**src/rtl/parallel2serial_lanes_pkg.sv**
```systemverilog
`default_nettype none
// +------------------------------------------------------------------+
// | parallel2serial_lanes_pkg: shared width default, shifter state,  |
// | and clog2 helper for the lane serializer.   Revision: 1.0        |
// +------------------------------------------------------------------+
package parallel2serial_lanes_pkg;

  localparam int c_DATAPATH_WIDTH = 16;

  typedef enum logic [0:0] {
    ST_IDLE  = 1'b0,
    ST_SHIFT = 1'b1
  } p2s_state_t;

  // Ceiling log2, never below 1 so a counter always has at least one bit.
  function automatic int p2s_clog2(input int value);
    int result;
    result = 1;
    for (int i = 1; i < 31; i++) begin
      if ((1 << i) < value) result = i + 1;
    end
    return result;
  endfunction

endpackage
`default_nettype wire

```
**src/rtl/p2s_hold_buf.sv**
```systemverilog
`default_nettype none
// +------------------------------------------------------------------+
// | p2s_hold_buf: one-entry valid/ready word buffer with flush.      |
// | Revision: 1.0                                                    |
// +------------------------------------------------------------------+
module p2s_hold_buf
  import parallel2serial_lanes_pkg::*;
#(
  parameter int WIDTH = c_DATAPATH_WIDTH
) (
  input  logic             serial_clk,
  input  logic             rstn,
  input  logic             i_flush,
  input  logic [WIDTH-1:0] i_data,
  input  logic             i_valid,
  output logic             o_ready,
  input  logic             i_load,
  output logic [WIDTH-1:0] o_data,
  output logic             o_valid
);

  logic             r_rstn_q;
  logic             r_valid;
  logic [WIDTH-1:0] r_data;
  logic             w_accept;

  // Ready stays low for one cycle after reset release via r_rstn_q.
  assign o_ready  = r_rstn_q && !r_valid && !i_flush;
  assign w_accept = i_valid && o_ready;

  always_ff @(posedge serial_clk) begin
    if (!rstn) begin
      r_rstn_q <= 1'b0;
      r_valid  <= 1'b0;
      r_data   <= '0;
    end else begin
      r_rstn_q <= 1'b1;
      if (i_flush) begin
        r_valid <= 1'b0;
      end else if (w_accept) begin
        r_valid <= 1'b1;
        r_data  <= i_data;
      end else if (i_load) begin
        r_valid <= 1'b0;
      end
    end
  end

  assign o_data  = r_data;
  assign o_valid = r_valid;

endmodule
`default_nettype wire

```
**src/rtl/parallel2serial_lanes.sv**
```systemverilog
`default_nettype none
// +------------------------------------------------------------------+
// | parallel2serial_lanes: handshaked word-to-lane-beat serializer   |
// | with frame markers and flush.               Revision: 1.0        |
// +------------------------------------------------------------------+
module parallel2serial_lanes
  import parallel2serial_lanes_pkg::*;
#(
  parameter int DATA_WIDTH = c_DATAPATH_WIDTH,
  parameter int LANES      = 4,
  parameter bit MSB_FIRST  = 1'b1
) (
  input  logic                  serial_clk,
  input  logic                  rstn,
  input  logic [DATA_WIDTH-1:0] data_in,
  input  logic                  in_valid,
  output logic                  in_ready,
  input  logic                  flush,
  output logic [LANES-1:0]      serial_data,
  output logic                  serial_valid,
  input  logic                  out_ready,
  output logic                  frame_first,
  output logic                  frame_last
);

  localparam int c_BEATS = DATA_WIDTH / LANES;
  localparam int c_CNT_W = p2s_clog2(c_BEATS);
  localparam logic [c_CNT_W-1:0] c_LAST = c_CNT_W'(c_BEATS - 1);

  generate
    if ((DATA_WIDTH % LANES) != 0 || c_BEATS < 2) begin : g_param_check
      $error("parallel2serial_lanes: DATA_WIDTH must be a multiple of LANES with at least 2 beats");
    end
  endgenerate

  p2s_state_t            r_state, w_state_nxt;
  logic [DATA_WIDTH-1:0] r_sreg, w_sreg_nxt, w_sreg_shift, w_hbuf;
  logic [c_CNT_W-1:0]    r_cnt, w_cnt_nxt;
  logic [LANES-1:0]      w_lane;
  logic                  w_hvalid, w_beat, w_last_beat, w_load;

  p2s_hold_buf #(.WIDTH(DATA_WIDTH)) u_hold_buf (
    .serial_clk (serial_clk),
    .rstn       (rstn),
    .i_flush    (flush),
    .i_data     (data_in),
    .i_valid    (in_valid),
    .o_ready    (in_ready),
    .i_load     (w_load),
    .o_data     (w_hbuf),
    .o_valid    (w_hvalid)
  );

  generate
    if (MSB_FIRST) begin : g_msb_first
      assign w_sreg_shift = r_sreg << LANES;
      assign w_lane       = r_sreg[DATA_WIDTH-1 -: LANES];
    end else begin : g_lsb_first
      assign w_sreg_shift = r_sreg >> LANES;
      assign w_lane       = r_sreg[LANES-1:0];
    end
  endgenerate

  assign w_beat      = (r_state == ST_SHIFT) && out_ready;
  assign w_last_beat = (r_cnt == c_LAST);
  // Reloading on the last-beat handshake is what keeps words gap-free.
  assign w_load      = w_hvalid && !flush &&
                       ((r_state == ST_IDLE) || (w_beat && w_last_beat));

  always_comb begin
    w_state_nxt = r_state;
    w_sreg_nxt  = r_sreg;
    w_cnt_nxt   = r_cnt;
    if (flush) begin
      w_state_nxt = ST_IDLE;
      w_sreg_nxt  = '0;
      w_cnt_nxt   = '0;
    end else if (w_load) begin
      w_state_nxt = ST_SHIFT;
      w_sreg_nxt  = w_hbuf;
      w_cnt_nxt   = '0;
    end else if (w_beat) begin
      if (w_last_beat) begin
        w_state_nxt = ST_IDLE;
        w_cnt_nxt   = '0;
      end else begin
        w_cnt_nxt  = r_cnt + 1'b1;
        w_sreg_nxt = w_sreg_shift;
      end
    end
  end

  always_ff @(posedge serial_clk) begin
    if (!rstn) begin
      r_state <= ST_IDLE;
      r_sreg  <= '0;
      r_cnt   <= '0;
    end else begin
      r_state <= w_state_nxt;
      r_sreg  <= w_sreg_nxt;
      r_cnt   <= w_cnt_nxt;
    end
  end

  assign serial_valid = (r_state == ST_SHIFT);
  assign serial_data  = serial_valid ? w_lane : '0;
  assign frame_first  = serial_valid && (r_cnt == '0);
  assign frame_last   = serial_valid && w_last_beat;

endmodule
`default_nettype wire

```
**config.mk**
```make
export PLATFORM = sky130hd
export DESIGN_NAME = parallel2serial_lanes
export DESIGN_NICKNAME = d
export VERILOG_FILES = /design/src/rtl/parallel2serial_lanes_pkg.sv /design/src/rtl/p2s_hold_buf.sv /design/src/rtl/parallel2serial_lanes.sv
export SDC_FILE = /design/constraint.sdc
export NUM_CORES = 1
export LEC_CHECK = 0
export ABC_AREA = 1
export CAP_MARGIN = 20
export CORE_UTILIZATION = 40
export CTS_CLUSTER_SIZE = 20
export DETAILED_ROUTE_END_ITERATION = 6
export GPL_TIMING_DRIVEN = 1
export SLEW_MARGIN = 20
export SYNTH_ARGS = -nofsm -noshare
export SYNTH_HDL_FRONTEND = slang
export SYNTH_HIERARCHICAL = 1
export SYNTH_SLANG_ARGS = --single-unit
```
**constraint.sdc**
```tcl
create_clock -name serial_clk -period 3.3 [get_ports serial_clk]
set_input_delay 0.495 -clock serial_clk [delete_from_list [all_inputs] [get_ports serial_clk]]
set_output_delay 0.495 -clock serial_clk [all_outputs]
set_load 0.02 [all_outputs]
```
# --- After elaboration in Yosys (flattened, before gate mapping) ---
# Cells that the tools add are included.
word_totals:
  reg_bits: 37
  output_inout_bits: 8
  elab_cells: 44
  input_bits: 21
classes:
  bitwise_logic: 3
  n_mux: 11
  addsub: 1
  eq_ne: 2
  n_reduce_logical: 21
ops:
  columns: ["cell", "count"]
  rows:
  - ["$mux W16", 3]
  - ["$logic_and A1 B1 Y1", 9]
  - ["$mux W1", 6]
  - ["$reduce_and A2 Y1", 3]
  - ["$reduce_bool A2 Y1", 3]
  - ["$mux W4", 1]
  - ["$not A1 Y1", 3]
  - ["$reduce_or A3 Y1", 1]
  - ["$add A2 B1 Y2 const B", 1]
  - ["$eq A2 B2 Y1 const B", 1]
  - ["$logic_not A1 Y1", 2]
  - ["$logic_not A2 Y1", 1]
  - ["$mux W2", 1]
  - ["$ne A2 B1 Y1 const B", 1]
  - ["$reduce_or A2 Y1", 1]
  - ["$logic_or A1 B1 Y1", 1]

# --- Longest topological paths before layout ---
# Gate-level depths: netlist of the first run.
depth:
  depth_word: 6
  mapped_depth: 10
  mapped_depth_nobuf: 9

# --- Cells and area by module ---
# Netlist of the first run, hierarchy kept.
by_module_without_submodules:
  columns: ["mod", "seq_area_each_um2", "area_each_um2", "instances", "cells_per_inst"]
  rows:
  - ["parallel2serial_lanes", 380.4, 1073.5, 1, 164]
  - ["p2s_hold_buf", 360.3, 834.6, 1, 117]

# --- Least setup slack after synthesis of the first run ---
# Ideal clock, no wire load.
synth_timing:
  path_kind: "input -> output"
  from: "input port flush"
  to: "output port in_ready"
  path_buffers: 0
  stages: 3
  arrival_ps: 842
  setup_slack_ps: 1963
  required_time_ps: 2805
  path_cell_list: "clkinv_2 > nand3_4 > inv_1"
synth_between:
  elab_chain_cells: 2
synth_lines:
  columns: ["item", "line", "rtl"]
  rows:
  - ["start, declared", "parallel2serial_lanes.sv:18", "input logic flush,"]
  - ["$logic_not A1 Y1", "p2s_hold_buf.sv:28", "assign o_ready = r_rstn_q && !r_valid && !i_flush;"]
  - ["$logic_and A1 B1 Y1", "p2s_hold_buf.sv:28", null]
  - ["end, declared", "parallel2serial_lanes.sv:17", "output logic in_ready,"]
# No other way between the ends.

# --- Final worst setup path of the first run ---
# Ends and elaborated chain as after synthesis.

==> metrics.txt, run 1 <==
first-pass GRT wire length=6.44 mm; synth unique cells=21; sequential fraction of the synthesis area=38.8%; commonest non-fill, non-tap cell in the layout=nand2_1; min Tclk post-route=2.59 ns; largest family of logic cells by synthesized area=simple AND/OR/NAND/NOR gates; PwrDens=between 300 and 400 nW/um^2; Routed WL=3.59 mm; reg2reg path depth=7; CP bufs+invs=4; CP Launch Type=input port; # hold bufs at CTS=0; Post-DP Area=2150 um^2; Core Region=4470 um^2; Hold Path End=r_sreg[3]; share of cells above drive strength 1=7.59%; Final #Nets=326; Die Span Y=71.1 um; Routed WL per cell=approximately 10 um; most frequent cells in the layout=nand2_1 (61), inv_1 (53), dfxtp_1 (37), nor2_1 (36), clkdlybuf4s50_1 (28); Hold Path Class=flip-flop to flip-flop; Pre-antenna DRT Iters=7; simple logic cell fraction of the synthesized area=37.0%; Setup Skew=between 0.003 and 0.004 ns; P_leak=1.00 nW; drt initial violations=105; H-tree depth=2; area of the multi-input gates=828 um^2; post-cts sizing count=0; initial antenna violation count=0; CTS Sinks=37; IR drop worst, VDD=0.162 mV; TritonCTS clock tree=built; RR Endpoint=u_hold_buf/o_valid; multiplexer share of the synthesized area=0%; Critical Path AT=about 2.1 ns; failing checks=design-rule violations; status=finished, violations left; estimated wirelength of the detail-placed design=approximately 2.5 mm; CP Max Fanout=18; Post-CTS Setup Inserts=0; IO buf count=28; vias per cell=between 4 and 5; Filler cells=467; Net Count, Synth=304; FMAX=387 MHz; buffer levels on the longest clock path=2; total gr overflow=0; final core occ=49.9%; Top delay family on crit path=buffers and inverters; DRC viols=4; largest net degree at the start of global routing=20; area share of fa/ha/maj cells after synthesis=~1.3%; Worst Setup Path Type=input port to primary output; die width=71.1 um; routed vias=about 1700; Synth Cell Area=1910 um^2; Max-slew headroom=between 60% and 70%; final instance area=roughly 2200 um^2; RePlAce Congestion=0.705; maxcap violations=0; Least-Margin Pin Slew=roughly 0.57 ns; row count=24; Synth Register Bits=37; Mapped Avg Cell Area=6.79 um^2; Synth Area in Compound Gates=under 10%; post-synth top area cell=dfxtp_1; Area Overhead vs Synth=17.1%; most frequent CP cell=clkdlybuf4s50_1; slowest stage delay, CP=0.57 ns; root buf cell=clkbuf_8; Syn Inst Count=approximately 280; crit end category=primary output; diode count=0; WHS=0.466 ns; Hold Path Origin=r_sreg[3]; Final Setup Violations=0; WP data required=about 2.8 ns; worst hold stages=2; Initial Util=42.6%; slowest CP cell=clkdlybuf4s50_1; crit share post-route=78.3%; Post-DRT Antenna Nets=0; Ports=29; TritonCTS Buffers=5; Area contributors post-synth=dfxtp_1 (39%), nand2_1 (12%), inv_1 (10%), nor2_1 (7.1%), nand3_1 (6.8%); vias in the first global route=between 1000 and 1500; RR Startpoint=u_hold_buf/o_valid; All-Layer GR Usage=16.5%; Cell Chain, Critical Path=clkdlybuf4s50_1, clkinv_2, nand3_4, inv_1, clkdlybuf4s50_1; Clk pin slew, worst setup/hold paths=0.07 ns; R2R Setup Slk=1.76 ns; DIE AREA=5050 um^2; setup_tns=0 ns; clk_lat worst skew=0.29 ns; Synth warnings=6; RSZ-0062 raised after global routing=no; Yosys top cell area share=38.8%; Hold Violations, Final=0; register area=between 700 and 800 um^2; xor/xnor share of the synthesized area=0%; Worst Setup SP=flush; Final Max Slew Viols=0
==> power breakdown <==
part | switching [W] | internal (W) | total [W]
logic | 0.0000486 | 0.0000412 | 0.0000898
registers | 0.00000808 | 0.000460 | 0.000468
clock network | 0.000147 | 0.000165 | 0.000313
==> layout make-up <==
cell class	instances	share of cell area, %
inverter	60	10.1
clock buffer	7	3.86
sequential	37	33.1
timing repair buffer	29	12.9
tap	52	2.91
multi-input combinational	170	37.1
==> routing by layer <==
layer / up-vias / GRT usage (%) / part of all wire, %
li1: 898 / - / -
met3: 7 / 4.70 / 5.7
met4: 0 / 7.33 / 1.9
met2: 47 / 25.7 / 41
met1: 719 / 21.3 / 51
met5: - / 0 / 0
==> flip-flops by register name, indices dropped and copies added, names as in the netlist <==
signal,count
u_hold_buf/o_valid,1
r_cnt,2
serial_valid,1
u_hold_buf/o_data,16
u_hold_buf/r_rstn_q,1
r_sreg,16
==> cells in the mapped netlist, drive strengths merged <==
cell type  count
nand3         27
a21oi         17
clkinv         1
ha             2
nand4         16
o21ai          1
nor3           1
nor2          39
nand2         66
inv           59
a211oi         1
dfxtp         37
buf           14
==> stage by stage <==
step                      cells  worst slack (ns)  total power [W]
after floorplan             281              1.96         0.000536
after global placement      348             0.707         0.000568
after detailed placement    348             0.702         0.000569
after CTS                   355             0.701         0.000885
after global routing        355             0.642         0.000913
final                       355             0.714         0.000870
==> worst reg2reg max path, stage by stage, from the launching register on <==
cell	delay, ns
dfxtp_1	0.45
inv_1	0.12
nor2_4	0.28
nand2_4	0.18
inv_2	0.19
nor2_1	0.07
nor2_1	0.11
nor2_1	0.04
==> logic make-up after synthesis <==
group | Yosys count
adders and majority gates | 2
buffers and inverters | 74
and+or+nand+nor | 149
DFF | 37
AOI/OAI and AO/OA | 19
==> worst max-delay path by stage <==
| stage | cells past startpoint | slack, ns | end |
|---|---|---|---|
| final | 5 | 0.71 | in_ready |
| after CTS | 5 | 0.70 | in_ready |
| after global routing | 5 | 0.64 | in_ready |
| after detailed placement | 5 | 0.70 | in_ready |
| after floorplan | 3 | 1.96 | in_ready |
| after global placement | 5 | 0.71 | in_ready |
Note: power is estimated with default switching activity, not from simulation.
==> run 2, diff against run 1 <==
==> constraint.sdc (replaced) <==
create_clock -name serial_clk -period 2.5 [get_ports serial_clk]
set_input_delay 0.375 -clock serial_clk [delete_from_list [all_inputs] [get_ports serial_clk]]
set_output_delay 0.375 -clock serial_clk [all_outputs]
set_load 0.02 [all_outputs]
==> metrics.txt, run 2 (synthesis results as in run 1) <==
status=finished, violations left; failing checks=design-rule violations; DRC viols=4 (unchanged); Initial Util=42.6% (unchanged); maxcap violations=0 (unchanged); total gr overflow=0 (unchanged); share of cells above drive strength 1=8.82% (+1.2 points); Clock Power Share=42.1% (+6.2 points); Setup Skew=0.00515 ns (+0.00176 ns); vias in the first global route=1393 (-1.3%); Gate power share=9.4% (-0.9 points); crit share post-route=85.0%; Core Region=4470 um^2 (unchanged); H-tree depth=2 (unchanged); reg2reg path depth=7 (unchanged); Worst Setup Path Type=input port to primary output; IO buf count=28 (unchanged); All-Layer GR Usage=15.7% (-0.78 points); diode count=0 (unchanged); Final Setup Violations=0 (unchanged); PwrDens=558 nW/um^2 (+43%); die width=71.1 um (unchanged); buffer levels on the longest clock path=2 (unchanged); R2R Setup Slk=0.98 ns (-0.78 ns); DIE AREA=5050 um^2 (unchanged); TritonCTS Buffers=5 (unchanged); CP Launch Type=input port; Die Span Y=71.1 um (unchanged); most frequent cells in the layout=nand2_1 (61), inv_1 (53), dfxtp_1 (37), nor2_1 (36), clkdlybuf4s50_1 (28); estimated wirelength of the detail-placed design=2.54 mm (-0.35%); Ports=29 (unchanged); RR Startpoint=u_hold_buf/o_valid; Setup crit end=in_ready; Clk pin slew, worst setup/hold paths=0.07 ns (about the same); vias per cell=4.55 (-3.4%); TritonCTS clock tree=built; DP Cell Count=350 (+0.57%); switching share of power=22.5% (-0.89 points); Routed WL per cell=9.78 um (-3.3%); part of the power in registers=48.4% (-5.4 points); RR Endpoint=u_hold_buf/o_valid; # hold bufs at CTS=0 (unchanged); clk_lat worst skew=0.29 ns (about the same); Routed WL=3.50 mm (-2.5%); IR drop worst, VDD=0.310 mV (+92%); Internal=0.000987 W (+48%); row count=24 (unchanged); Area Overhead vs Synth=19.7%; Sw Pwr=0.000287 W (+41%); routed vias=1628 (-2.6%); Power Total=0.00127 W (+46%); Post-DP Area=2160 um^2 (+0.70%); Final Max Slew Viols=0 (unchanged); Critical Path AT=1.75 ns (-0.34 ns); CP Max Fanout=3 (-15); Max-slew headroom=69.1% (+7.0 points); fin cells=358 (+0.85%); P_leak=1.02 nW (+2.3%); Hold Path Class=flip-flop to flip-flop; WP data required=2.12 ns (-0.68 ns); RePlAce Congestion=0.726 (+3.0%); Pre-antenna DRT Iters=6 (-1); Least-Margin Pin Slew=0.463 ns (-0.104 ns); post-cts sizing count=0 (unchanged); RSZ-0062 raised after global routing=no; Final #Nets=328 (+0.61%); min Tclk post-route=2.12 ns; Filler cells=503 (+7.7%); Post-DRT Antenna Nets=0 (unchanged); drt initial violations=84 (-20%); commonest non-fill, non-tap cell in the layout=nand2_1; CTS Sinks=37 (unchanged); final instance area=2280 um^2 (+2.2%); first-pass GRT wire length=6.13 mm (-4.9%); setup_tns=0 ns (unchanged); FMAX=471 MHz; crit end category=primary output; initial antenna violation count=0 (unchanged); WHS=0.465 ns (-0.00138 ns); Worst Setup SP=flush; largest net degree at the start of global routing=20 (unchanged); root buf cell=clkbuf_8; Hold Violations, Final=0 (unchanged); Post-CTS Setup Inserts=0 (unchanged)
==> run 2: routing by layer <==
layer	share of wire (%)	global-route usage (%)	wire length [um]
met1	52	19.0	1820
met2	43	26.1	1510
met3	4.0	5.56	139
met4	0.80	5.33	28
met5	0	0	0
==> run 2: how the worst min path moves through the flow <==
stage	slack [ns]	cells past startpoint	from	to
after floorplan	0.40	0	rstn	u_hold_buf/r_rstn_q
after detailed placement	0.46	2	r_sreg[3]	r_sreg[3]
after global routing	0.49	2	r_sreg[1]	r_sreg[1]
after CTS	0.47	2	r_sreg[3]	r_sreg[3]
after global placement	0.45	2	r_sreg[0]	r_sreg[0]
final	0.46	2	r_sreg[0]	r_sreg[0]
==> run 2: cell type report <==
cell class	count	area [um^2]	area share, %
multi-input combinational	170	828	36.3
sequential	37	741	32.4
timing repair buffer	31	303	13.3
inverter	60	226	9.92
clock buffer	6	82.6	3.62
tap	52	65.1	2.85
clock inverter	2	37.5	1.64
==> run 2: critical path: stages <==
cell and delay (ns):
clkdlybuf4s50_1 0.57, clkinv_2 0.11, nand3_4 0.12, inv_1 0.05, clkdlybuf4s50_1 0.52
==> run 2: power by group through the flow <==
stage	Sequential, W	Combinational, W	Clock, W
finish	0.000617	0.000120	0.000537
global route	0.000619	0.000136	0.000584
floorplan	0.000628	0.0000796	0
CTS	0.000617	0.000121	0.000556
detailed placement	0.000631	0.000121	0
global placement	0.000631	0.000121	0
==> run 2: stage by stage <==
stage	worst slack (ns)	utilization (%)
2_1_floorplan	1.29	-
3_3_place_gp	0.367	48.4
3_5_place_dp	0.360	48.4
4_1_cts	0.358	51.0
5_1_grt	0.282	51.0
6_report	0.376	51.0
==> run 3, diff against run 2 <==
==> constraint.sdc (replaced) <==
create_clock -name serial_clk -period 1.7 [get_ports serial_clk]
set_input_delay 0.255 -clock serial_clk [delete_from_list [all_inputs] [get_ports serial_clk]]
set_output_delay 0.255 -clock serial_clk [all_outputs]
set_load 0.02 [all_outputs]
==> metrics.txt, run 3 (synthesis results as in run 1) <==
TritonCTS Buffers=5 (unchanged); share of cells above drive strength 1=11.5% (+2.6 points); routed vias=1661 (+2.0%); final instance area=2350 um^2 (+2.8%); Hold Violations, Final=0 (unchanged); RePlAce Congestion=0.751 (+3.5%); Hold Path Class=flip-flop to flip-flop; drt initial violations=71 (-15%); Pre-antenna DRT Iters=7 (+1); Post-DRT Antenna Nets=0 (unchanged); Routed WL=3.59 mm (+2.6%); Core Region=4470 um^2 (unchanged); TritonCTS clock tree=built; failing checks=design-rule violations; Setup Skew=0.00482 ns (-0.000333 ns); DRC viols=2 (-2); CP Launch Type=flip-flop; Critical Path AT=1.37 ns (-0.38 ns); Routed WL per cell=9.82 um (+0.36%); most frequent cells in the layout=nand2_1 (61), inv_1 (53), nor2_1 (36), dfxtp_1 (36), nand3_1 (26); P_leak=1.08 nW (+5.6%); clk_lat worst skew=0.28 ns (about the same); Least-Margin Pin Slew=0.386 ns (-0.0772 ns); Post-DP Area=2240 um^2 (+3.7%); PwrDens=768 nW/um^2 (+38%); buffer levels on the longest clock path=2 (unchanged); Final #Nets=337 (+2.7%); crit share post-route=95.8%; Ports=29 (unchanged); Final Setup Violations=0 (unchanged); IR drop worst, VDD=0.310 mV (about the same); status=finished, violations left; IO buf count=28 (unchanged); commonest non-fill, non-tap cell in the layout=nand2_1; first-pass GRT wire length=7.02 mm (+15%); estimated wirelength of the detail-placed design=2.71 mm (+7.0%); RSZ-0062 raised after global routing=no; FMAX=614 MHz; Setup WS post-layout=0.0711 ns (-0.305 ns); row count=24 (unchanged); Clk pin slew, worst setup/hold paths=0.07 ns (about the same); H-tree depth=2 (unchanged); die width=71.1 um (unchanged); All-Layer GR Usage=17.2% (+1.5 points); DIE AREA=5050 um^2 (unchanged); root buf cell=clkbuf_8; vias per cell=4.54 (-0.20%); largest net degree at the start of global routing=20 (unchanged); total gr overflow=0 (unchanged); WP data required=1.44 ns (-0.68 ns); Die Span Y=71.1 um (unchanged); CTS Sinks=37 (unchanged); min Tclk post-route=around 1.6 ns; maxcap violations=0 (unchanged); crit end category=primary output; setup_tns=0 ns (unchanged); vias in the first global route=1690 (+21%); Initial Util=42.6% (unchanged); Post-CTS Setup Inserts=0 (unchanged); fin cells=366 (+2.2%); Area Overhead vs Synth=23.0%; DP Cell Count=359 (+2.6%); final core occ=52.5% (+1.4 points); Max-slew headroom=74.2% (+5.1 points); diode count=0 (unchanged); CP Max Fanout=10 (+7); pre-CTS WS=-0.0346 ns (-0.395 ns); Final Max Slew Viols=0 (unchanged); initial antenna violation count=0 (unchanged); Worst Setup Path Type=flip-flop to primary output
run 3: power by group:
group / internal [W] / leakage (nW) / switching (W) / total (W)
Clock: 0.000426 / 0.0540 / 0.000284 / 0.000710
Sequential: 0.000891 / 0.301 / 0.0000151 / 0.000906
Combinational: 0.0000894 / 0.727 / 0.0000971 / 0.000187
run 3: worst paths after layout:
check	slack (ns)	startpoint	cells after the start	to
worst min-delay path	0.46	r_sreg[1]	2	r_sreg[1]
worst min register to register	0.46	r_sreg[1]	2	r_sreg[1]
worst max-delay path	0.07	serial_valid	3	serial_data[2]
worst max register to register	0.36	r_cnt[1]	8	u_hold_buf/o_valid
run 3: per-stage QoR:
step / power, W / hold slack, ns
5_1_grt: 0.00189 / 0.483
2_1_floorplan: 0.00104 / 0.283
6_report: 0.00180 / 0.462
3_5_place_dp: 0.00112 / 0.453
3_3_place_gp: 0.00111 / 0.449
4_1_cts: 0.00183 / 0.462
run 3: what timing repair did:
item,4_1_cts,5_1_grt
hold buffers,0,0
gates resized for setup,4,1
setup endpoints to repair,8,4
run 3: layout make-up:
cell class	count	area (um^2)
Fill cell	486	2130
Multi-Input combinational cell	170	828
Sequential cell	37	744
Timing Repair Buffer	40	379
Inverter	60	226
Clock buffer	5	68.8
Tap cell	52	65.1
Clock inverter	2	35.0
run 3: per-layer routing:
metal  track usage, %  share of wire (%)  vias up
li1                 -                  -      921
met1             21.0                 52      711
met2             31.0                 45       27
met3             3.42                2.7        2
met4             4.00               0.31        0
met5                0                  0        -
run 3: worst max-delay path: stages (launching register included):
cell and delay [ns]:
dfxtp_4 0.40, nand2_1 0.06, inv_1 0.04, clkdlybuf4s50_1 0.58
